**config.mk**
```make
export PLATFORM = sky130hd
export DESIGN_NAME = uart_tx
export DESIGN_NICKNAME = d
export VERILOG_FILES = /design/src/rtl/uart_pkg.sv /design/src/rtl/uart_tx.sv
export SDC_FILE = /design/constraint.sdc
export NUM_CORES = 1
export LEC_CHECK = 0
export BUFFER_PORTS_ARGS = -buffer_cell sky130_fd_sc_hd__buf_2
export CORE_ASPECT_RATIO = 1.2
export CORE_MARGIN = 2
export CORE_UTILIZATION = 35
export CTS_CLUSTER_DIAMETER = 80
export CTS_CLUSTER_SIZE = 25
export DETAILED_ROUTE_END_ITERATION = 6
export GPL_TIMING_DRIVEN = 0
export SLEW_MARGIN = 20
export SYNTH_ARGS = -nofsm -noshare
export SYNTH_HDL_FRONTEND = slang
export SYNTH_SLANG_ARGS = --single-unit
```
**constraint.sdc**
```tcl
create_clock -name i_clk -period 1.75 [get_ports i_clk]
set_input_delay 0.0875 -clock i_clk [delete_from_list [all_inputs] [get_ports i_clk]]
set_output_delay 0.0875 -clock i_clk [all_outputs]
set_load 0.005 [all_outputs]
```
**src/rtl/uart_pkg.sv**
```systemverilog
// Shared UART definitions: frame defaults and the transmitter state encoding.
// Latency: n/a (types and constants only).
// Backpressure: n/a. Optional parity state is enabled by UART_TX_PARITY_EN.
package uart_pkg;

    // Frame defaults, shared with the receiver
    localparam int UART_DBIT       = 8;
    localparam int UART_OVERSAMPLE = 16;
    localparam int UART_SB_TICK    = 16;

    // State encoding, kept stable so the receiver and debug tooling agree
    localparam logic [2:0] IDLE   = 3'd0;
    localparam logic [2:0] START  = 3'd1;
    localparam logic [2:0] DATA   = 3'd2;
    localparam logic [2:0] PARITY = 3'd3;
    localparam logic [2:0] STOP   = 3'd4;

    typedef enum logic [2:0] {
        S_IDLE   = IDLE,
        S_START  = START,
        S_DATA   = DATA,
`ifdef UART_TX_PARITY_EN
        S_PARITY = PARITY,
`endif
        S_STOP   = STOP
    } tx_state_t;

    function automatic int max_int(input int a, input int b);
        return (a > b) ? a : b;
    endfunction

endpackage

```
**src/rtl/uart_tx.sv**
```systemverilog
// UART serializer: start/data(LSB first)/[even parity]/stop frame paced by the oversampling baud tick.
// Latency: line drops low on the same edge i_tx_start is taken; o_tx_done pulses one cycle after the last stop tick.
// Backpressure: i_tx_start is ignored while busy and on the done cycle; UART_TX_PARITY_EN adds the parity bit.
module uart_tx
    import uart_pkg::*;
#(
    parameter int DBIT       = UART_DBIT,
    parameter int OVERSAMPLE = UART_OVERSAMPLE,
    parameter int SB_TICK    = UART_SB_TICK
) (
    input  logic            i_clk,
    input  logic            i_reset,
    input  logic            i_tick,
    input  logic            i_tx_start,
    input  logic [DBIT-1:0] i_data,
    output logic            o_tx,
    output logic            o_tx_done,
    output logic            o_busy
);

    localparam int SW = $clog2(max_int(OVERSAMPLE, SB_TICK));
    localparam int NW = $clog2(DBIT);

    localparam logic [SW-1:0] S_ONE   = SW'(1);
    localparam logic [SW-1:0] OS_LAST = SW'(OVERSAMPLE - 1);
    localparam logic [SW-1:0] SB_LAST = SW'(SB_TICK - 1);
    localparam logic [NW-1:0] N_ONE   = NW'(1);
    localparam logic [NW-1:0] N_LAST  = NW'(DBIT - 1);

    tx_state_t       state, state_next;
    logic [SW-1:0]   s, s_next;
    logic [NW-1:0]   n, n_next;
    logic [DBIT-1:0] b, b_next;
    logic            tx_reg, tx_next;
    logic            done_reg, done_next;

`ifdef UART_TX_PARITY_EN
    logic            par_reg;
`endif

    // Next-state logic: tick-paced walk through the frame
    always_comb begin
        state_next = state;
        s_next     = s;
        n_next     = n;
        b_next     = b;
        done_next  = 1'b0;
        case (state)
            S_IDLE: begin
                // done_reg blocks a restart while the buffer's flag is still clearing
                if (i_tx_start && !done_reg) begin
                    b_next     = i_data;
                    s_next     = '0;
                    state_next = S_START;
                end
            end
            S_START: begin
                if (i_tick) begin
                    if (s == OS_LAST) begin
                        s_next     = '0;
                        n_next     = '0;
                        state_next = S_DATA;
                    end else begin
                        s_next = s + S_ONE;
                    end
                end
            end
            S_DATA: begin
                if (i_tick) begin
                    if (s == OS_LAST) begin
                        s_next = '0;
                        b_next = b >> 1;
                        if (n == N_LAST) begin
`ifdef UART_TX_PARITY_EN
                            state_next = S_PARITY;
`else
                            state_next = S_STOP;
`endif
                        end else begin
                            n_next = n + N_ONE;
                        end
                    end else begin
                        s_next = s + S_ONE;
                    end
                end
            end
`ifdef UART_TX_PARITY_EN
            S_PARITY: begin
                if (i_tick) begin
                    if (s == OS_LAST) begin
                        s_next     = '0;
                        state_next = S_STOP;
                    end else begin
                        s_next = s + S_ONE;
                    end
                end
            end
`endif
            S_STOP: begin
                if (i_tick) begin
                    if (s == SB_LAST) begin
                        s_next     = '0;
                        state_next = S_IDLE;
                        done_next  = 1'b1;
                    end else begin
                        s_next = s + S_ONE;
                    end
                end
            end
            default: begin
                state_next = S_IDLE;
            end
        endcase
    end

    // Line value for the state being entered, so the flop tracks state with no lag
    always_comb begin
        tx_next = 1'b1;
        case (state_next)
            S_START:  tx_next = 1'b0;
            S_DATA:   tx_next = b_next[0];
`ifdef UART_TX_PARITY_EN
            S_PARITY: tx_next = par_reg;
`endif
            default:  tx_next = 1'b1;
        endcase
    end

    // Frame state registers; reset abandons any partial frame
    always_ff @(posedge i_clk) begin
        if (i_reset) begin
            state    <= S_IDLE;
            s        <= '0;
            n        <= '0;
            b        <= '0;
            tx_reg   <= 1'b1;
            done_reg <= 1'b0;
        end else begin
            state    <= state_next;
            s        <= s_next;
            n        <= n_next;
            b        <= b_next;
            tx_reg   <= tx_next;
            done_reg <= done_next;
        end
    end

`ifdef UART_TX_PARITY_EN
    // Even parity of the byte captured at frame start
    always_ff @(posedge i_clk) begin
        if (i_reset) begin
            par_reg <= 1'b0;
        end else if (state == S_IDLE && i_tx_start && !done_reg) begin
            par_reg <= ^i_data;
        end
    end
`endif

    assign o_tx      = tx_reg;
    assign o_tx_done = done_reg;
    assign o_busy    = (state != S_IDLE);

endmodule

```
# Word-level counts from Yosys, hierarchy flattened
# Index checks and enable logic that the tools add are counted.
classes:
  n_addsub: 2
  n_eq_ne: 14
  n_mux: 25
  n_bitwise: 2
  n_reduce_logical: 12
ops:
  columns: ["op", "n"]
  rows:
  - ["$mux W3", 13]
  - ["$mux W8", 3]
  - ["$pmux W8 S2", 1]
  - ["$mux W4", 3]
  - ["$ne A2 B2 Y1 const B", 6]
  - ["$pmux W3 S4", 1]
  - ["$pmux W4 S2", 1]
  - ["$eq A3 B1 Y1 const B", 2]
  - ["$eq A3 B2 Y1 const B", 2]
  - ["$eq A3 B3 Y1 const B", 2]
  - ["$pmux W3 S2", 1]
  - ["$reduce_and A6 Y1", 1]
  - ["$reduce_bool A2 Y1", 3]
  - ["$reduce_or A3 Y1", 2]
  - ["$add A4 B1 Y4 const B", 1]
  - ["$eq A4 B4 Y1 const B", 1]
  - ["$reduce_and A4 Y1", 1]
  - ["$add A3 B1 Y3 const B", 1]
  - ["$logic_not A3 Y1", 1]
  - ["$reduce_and A3 Y1", 1]
  - ["$reduce_bool A3 Y1", 1]
  - ["$ne A2 B1 Y1 const B", 1]
  - ["$not A1 Y1", 2]
  - ["$pmux W1 S2", 1]
  - ["3 further kinds", 3]
totals:
  ff_bits: 20
  inputBits: 12
  out_inout_bits: 3
  wordCells: 62

# Logic depth before layout (Yosys ltp)
depth:
  depth_word: 7
  depth_mapped: 6
  depth_no_buf: 6

# Least setup slack after synthesis
# OpenSTA, ideal clock, no wires.
synth_timing:
  kind: "register to register"
  start: "register n[0]"
  end: "register n[1]"
  setup_ns: 0.129
  arrival_time_ns: 1.629
  required_time_ns: 1.621
  path_slack_ns: -0.008
  path_stages_with_launch: 7
  n_path_buf: 0
  synth_period_minus_slack_ns: 1.758
  path_cell_list: "dfxtp_1 -> ha_1 -> ha_1 -> or3b_2 -> a211o_1 -> a22oi_1 -> nor2_1"
synth_between:
  elab_chain_len: 5
  word_cells_on_any_way: 8
  cone_classes: "1 x add/sub; 2 x eq/ne; 4 x mux; 1 x reduce/logical"
synth_rtl:
  columns: ["item", "line", "source"]
  rows:
  - ["start: declaration", "uart_tx.sv:32", "logic [NW-1:0] n, n_next;"]
  - ["start signal: assignment", "uart_tx.sv:141", "n <= n_next;"]
  - ["$add A3 B1 Y3", "uart_tx.sv:80", "n_next = n + N_ONE;"]
  - ["$mux W3", "uart_tx.sv:73", "if (n == N_LAST) begin"]
  - ["$mux W3", "uart_tx.sv:70", "if (s == OS_LAST) begin"]
  - ["$mux W3", "uart_tx.sv:69", "if (i_tick) begin"]
  - ["$pmux W3 S2", "uart_tx.sv:48", "case (state)"]
# Parallel ways exist; a longest one is shown, timed or not. The select of a mux whose other input is x is not followed.
# A chain may end at the register's enable or synchronous reset.

# Final worst setup path
layout_timing:
  start: "register state[2]"
  end: "register s[0]"
layout_between:
  elab_chain_len: 4
  word_cells_on_any_way: 10
  cone_classes: "5 x eq/ne; 1 x mux; 4 x reduce/logical"
layout_rtl:
  columns: ["item", "line", "source"]
  rows:
  - ["start: declaration", "uart_tx.sv:30", "tx_state_t state, state_next;"]
  - ["start signal: assignment", "uart_tx.sv:139", "state <= state_next;"]
  - ["$eq A3 B3 Y1 (tied with other cells)", "uart_tx.sv:48", null]
  - ["$reduce_or A3 Y1 (no source line)", null, null]
  - ["$ne A2 B1 Y1 (no source line) / $reduce_bool A2 Y1 (equally long branches)", null, null]
  - ["$reduce_and A3 Y1 (no source line)", null, null]
  - ["end signal: assignment", "uart_tx.sv:140", "s <= s_next;"]
  - ["end: declaration", "uart_tx.sv:31", "logic [SW-1:0] s, s_next;"]
# Parallel ways exist; a longest one is shown, timed or not.

==> results.txt <==
----------------------------------------------------
[Worst setup path]
  Crit-path max cell delay ... between 0.4 and 0.5 ns
  Highest net fanout along the worst path ... 6
  Crit start category ... register
  Arr. time, crit path ... between 1.5 and 2 ns
  CP max stage cell ... a221o_1
  Critical path, cell by cell ... or3b_1, a221o_1, a2111o_1, a21oi_2
  Capturing element type of the critical path ... register
  CP required ... 2.00 ns
  Kind of critical path ... reg -> reg

[Layout]
  Most frequent cells in the layout ... dfxtp_1 (16), buf_2 (14), a21oi_1 (12)
  FILL cells ... between 200 and 300
  Number of nets at the end of the flow ... 152
  Final non-filler cell total ... 170
  Fraction of final layout cells with drive strength greater than 1 ... 30.1%
  Number of antenna diodes ... 0
  Most common cell after layout, fill and taps aside ... dfxtp_1
  Area growth syn-to-layout ... 26.4%

[Global routing]
  Pin count of the biggest net entering global routing ... 13
  First-pass GRT wire length ... between 3 and 4 mm
  Antenna violations before repair ... 0
  Remaining global-route overflow ... 0
  Number of global-route vias before repair ... 863
  Total routing usage reported by global routing ... between 15 and 20%

[Clock tree]
  Master cell of the clock root buffer ... clkbuf_4
  Deepest level of the CTS H-tree ... 1
  Clock latency at the later pin of the worst-skew pair ... approximately 0.31 ns
  CTS Sinks ... 20
  Number of buffers between clock root and the deepest sink ... 2
  Number of hold buffers added after cts ... 0
  Number of clock buffers inserted by TritonCTS ... 3
  Clock-pin slew on the worst setup and hold paths ... roughly 0.13 ns
  TritonCTS clock tree ... yes

[Pwr]
  Ratio of total power to cell area ... between 700 and 800 mW/mm^2
  Switching share of power ... around 23%
  Static leakage ... 0.461 nW
  Sequential group share of total power ... ~50%
  Share of total power in the clock network ... approximately two fifths
  Maximum ir drop on the vdd rail ... around 450 uV
  Combinational fraction of design power ... about a tenth
  Internal power ... about 740 uW
  Power spent charging and discharging nets ... ~220 uW

[Status]
  Result of the run ... completed

[Yosys]
  Xor-xnor portion of the synthesized cell area ... less than 1%
  Fraction of registers with async set or reset after synthesis ... 0%
  Distinct cell type count of the synthesized netlist ... 36
  Number of flops mapped to enable cells by yosys ... 0
  Largest cells by area after synthesis ... dfxtp_1 (41%), a22oi_1 (7.6%), a21oi_1 (6.1%)
  Seq/Total Area, Yosys ... between 40% and 50%
  Net Count, Synth ... ~130
  Top cell type by total area after synthesis ... dfxtp_1
  Share of the synthesized area in compound gates (AO/OA/AOI/OAI) ... 25.1%
  Cell area after technology mapping ... 986 sq um
  Synth Warn # ... 0
  Simple-gate share of the synthesized area ... a little over a fifth
  Top flip-flop cell by instance count after synthesis ... dfxtp_1
  Synthesized area per cell ... ~8.6 sq um
  Post-Syn Instances ... ~110
  Portion of synthesized cell area occupied by the leading cell type ... between 40% and 50%
  Share of synthesized area spent on multiplexers ... ~3.0%
  Register bit total from synthesis ... 20
  Synthesized-area fraction occupied by adder cells ... about 3.8%
  Main combinational cell family by area after synthesis ... compound AO/OA/AOI/OAI gates

[Timing]
  Final count of negative-setup-slack endpoints ... 0
  Final hold violation count ... 0
  Clock tree skew after final layout ... about 0.013 ns
  Least setup slack across all paths after layout ... ~0.022 ns
  Clock period minus worst slack ... ~1.7 ns
  Worst-Margin Slew ... roughly 0.50 ns
  Maximum clock frequency ... 0.579 GHz
  Share of the clock period used by the worst path after layout ... 98.8%
  Normalized max-slew margin ... 66.4%
  Setup repair after global routing missed its margin ... yes
  Final Max Tran Viols ... 0

[Route]
  Post-route DRC violation count ... 0
  Mean number of vias per cell ... between 5 and 6
  DRC violation total after the first TritonRoute iteration ... 13
  Routed WL ... 2.38 mm
  Total via count after detailed routing ... just over 900
  First-pass detailed-route iteration total ... 4
  WL/cell ... between 10 and 15 microns
  Antenna-violating nets left ... 0

[Floorplan]
  Starting Density ... 36.1%
  Chip Width ... 52.5 microns
  Number of placed I/O pins ... 15
  Placeable core area ... 0.00273 sq mm
  Die footprint ... 0.00326 sq mm
  Row cnt ... 21
  Vertical die dimension ... between 60 and 70 microns

[Placement]
  Pre-CTS setup slack ... -0.0936 ns
  Number of port buffers ... 13
  Number of placed instances, taps included ... 161
  DP Wirelength ... about 1.6 mm
  Gp weighted congestion ... 0.796

[Flow run]
  Max-capacitance violation count ... 0

[Hold path]
  Hold WC Path Type ... in -> reg

----------------------------------------------------
[Yosys cell counts (all sizes together) (2+ instances only)]
library cell,instances
dfxtp,20
a21oi,13
a22oi,10
nand2,10
nor2,6
inv,5
buf,4
nand3,4
nor3,4
clkbuf,3
ha,3
mux2i,3
o21ai,3
a211o,2
a221o,2
and3,2
nand2b,2
nor4,2
or3b,2
[per-stage QoR]
stage | util [%] | area (sq um) | hold WS, ns | power, mW | TNS [ns]
finish | 45.6 | 1250 | 0.0176 | 0.965 | 0
CTS | 44.6 | 1220 | 0.0198 | 0.967 | -0.00665
global placement | 40.2 | 1100 | 0.347 | 0.573 | -0.163
detailed placement | 40.2 | 1100 | 0.353 | 0.576 | -0.359
floorplan | - | 991 | 0.248 | 0.545 | 0
global route | 45.6 | 1250 | 0.0343 | 1.01 | -0.0972
[final timing paths]
check | startpoint | end | slack (ns) | depth (start not counted)
max | state[2] | s[0] | 0.02 | 4
min | i_data[7] | b[7] | 0.02 | 3
max reg2reg | state[2] | s[0] | 0.02 | 4
min reg2reg | b[4] | b[4] | 0.46 | 2
[cell families after synthesis]
| group | after synthesis |
|---|---|
| flip-flops | 20 |
| adder cells (fa/ha/maj) | 3 |
| AND/OR/NAND/NOR | 39 |
| XOR/XNOR | 1 |
| multiplexers | 3 |
| AO/OA/AOI/OAI | 36 |
| buffers and inverters | 12 |
[critical path: cells and delay by family, from the launching register on]
family	cells	cell delay (ns)
compound gates	3	0.94
simple gates	1	0.38
flops	1	0.36
[power groups by stage]
stage / Clock (mW) / Sequential [mW] / Combinational [mW]
CTS: 0.396 / 0.479 / 0.0917
finish: 0.389 / 0.481 / 0.0951
global placement: 0 / 0.489 / 0.0839
detailed placement: 0 / 0.490 / 0.0867
floorplan: 0 / 0.488 / 0.0570
global route: 0.420 / 0.483 / 0.107
[cell type report]
class / count / area (sq um) / share of cell area, %
Sequential cell: 20 / 405 / 32.5
Inverter: 5 / 18.8 / 1.51
Timing Repair Buffer: 18 / 103 / 8.23
Multi-Input combinational cell: 82 / 589 / 47.3
Clock inverter: 1 / 30.0 / 2.41
Clock buffer: 3 / 22.5 / 1.81
Buffer: 7 / 35.0 / 2.81
Tap cell: 34 / 42.5 / 3.41
[metal layers]
layer	vias up	GRT usage (%)	routed length, microns
li1	466	-	-
met1	448	18.1	1050
met2	14	26.3	1230
met5	-	0	0
met3	4	2.40	62
met4	0	8.01	38
[what timing repair did]
item,4_1_cts,5_1_grt
endpoints found under the setup margin,12,13
pin swaps,7,7
cloned,0,0
buffers inserted,4,1
gates resized for setup,9,6
hold endpoints to repair,0,0
[flip-flops by register name, indices dropped and copies added (netlist names)]
signal	cells
b	8
o_tx	1
s	4
n	3
state	3
o_tx_done	1
Note: power is estimated with default switching activity, not from simulation.
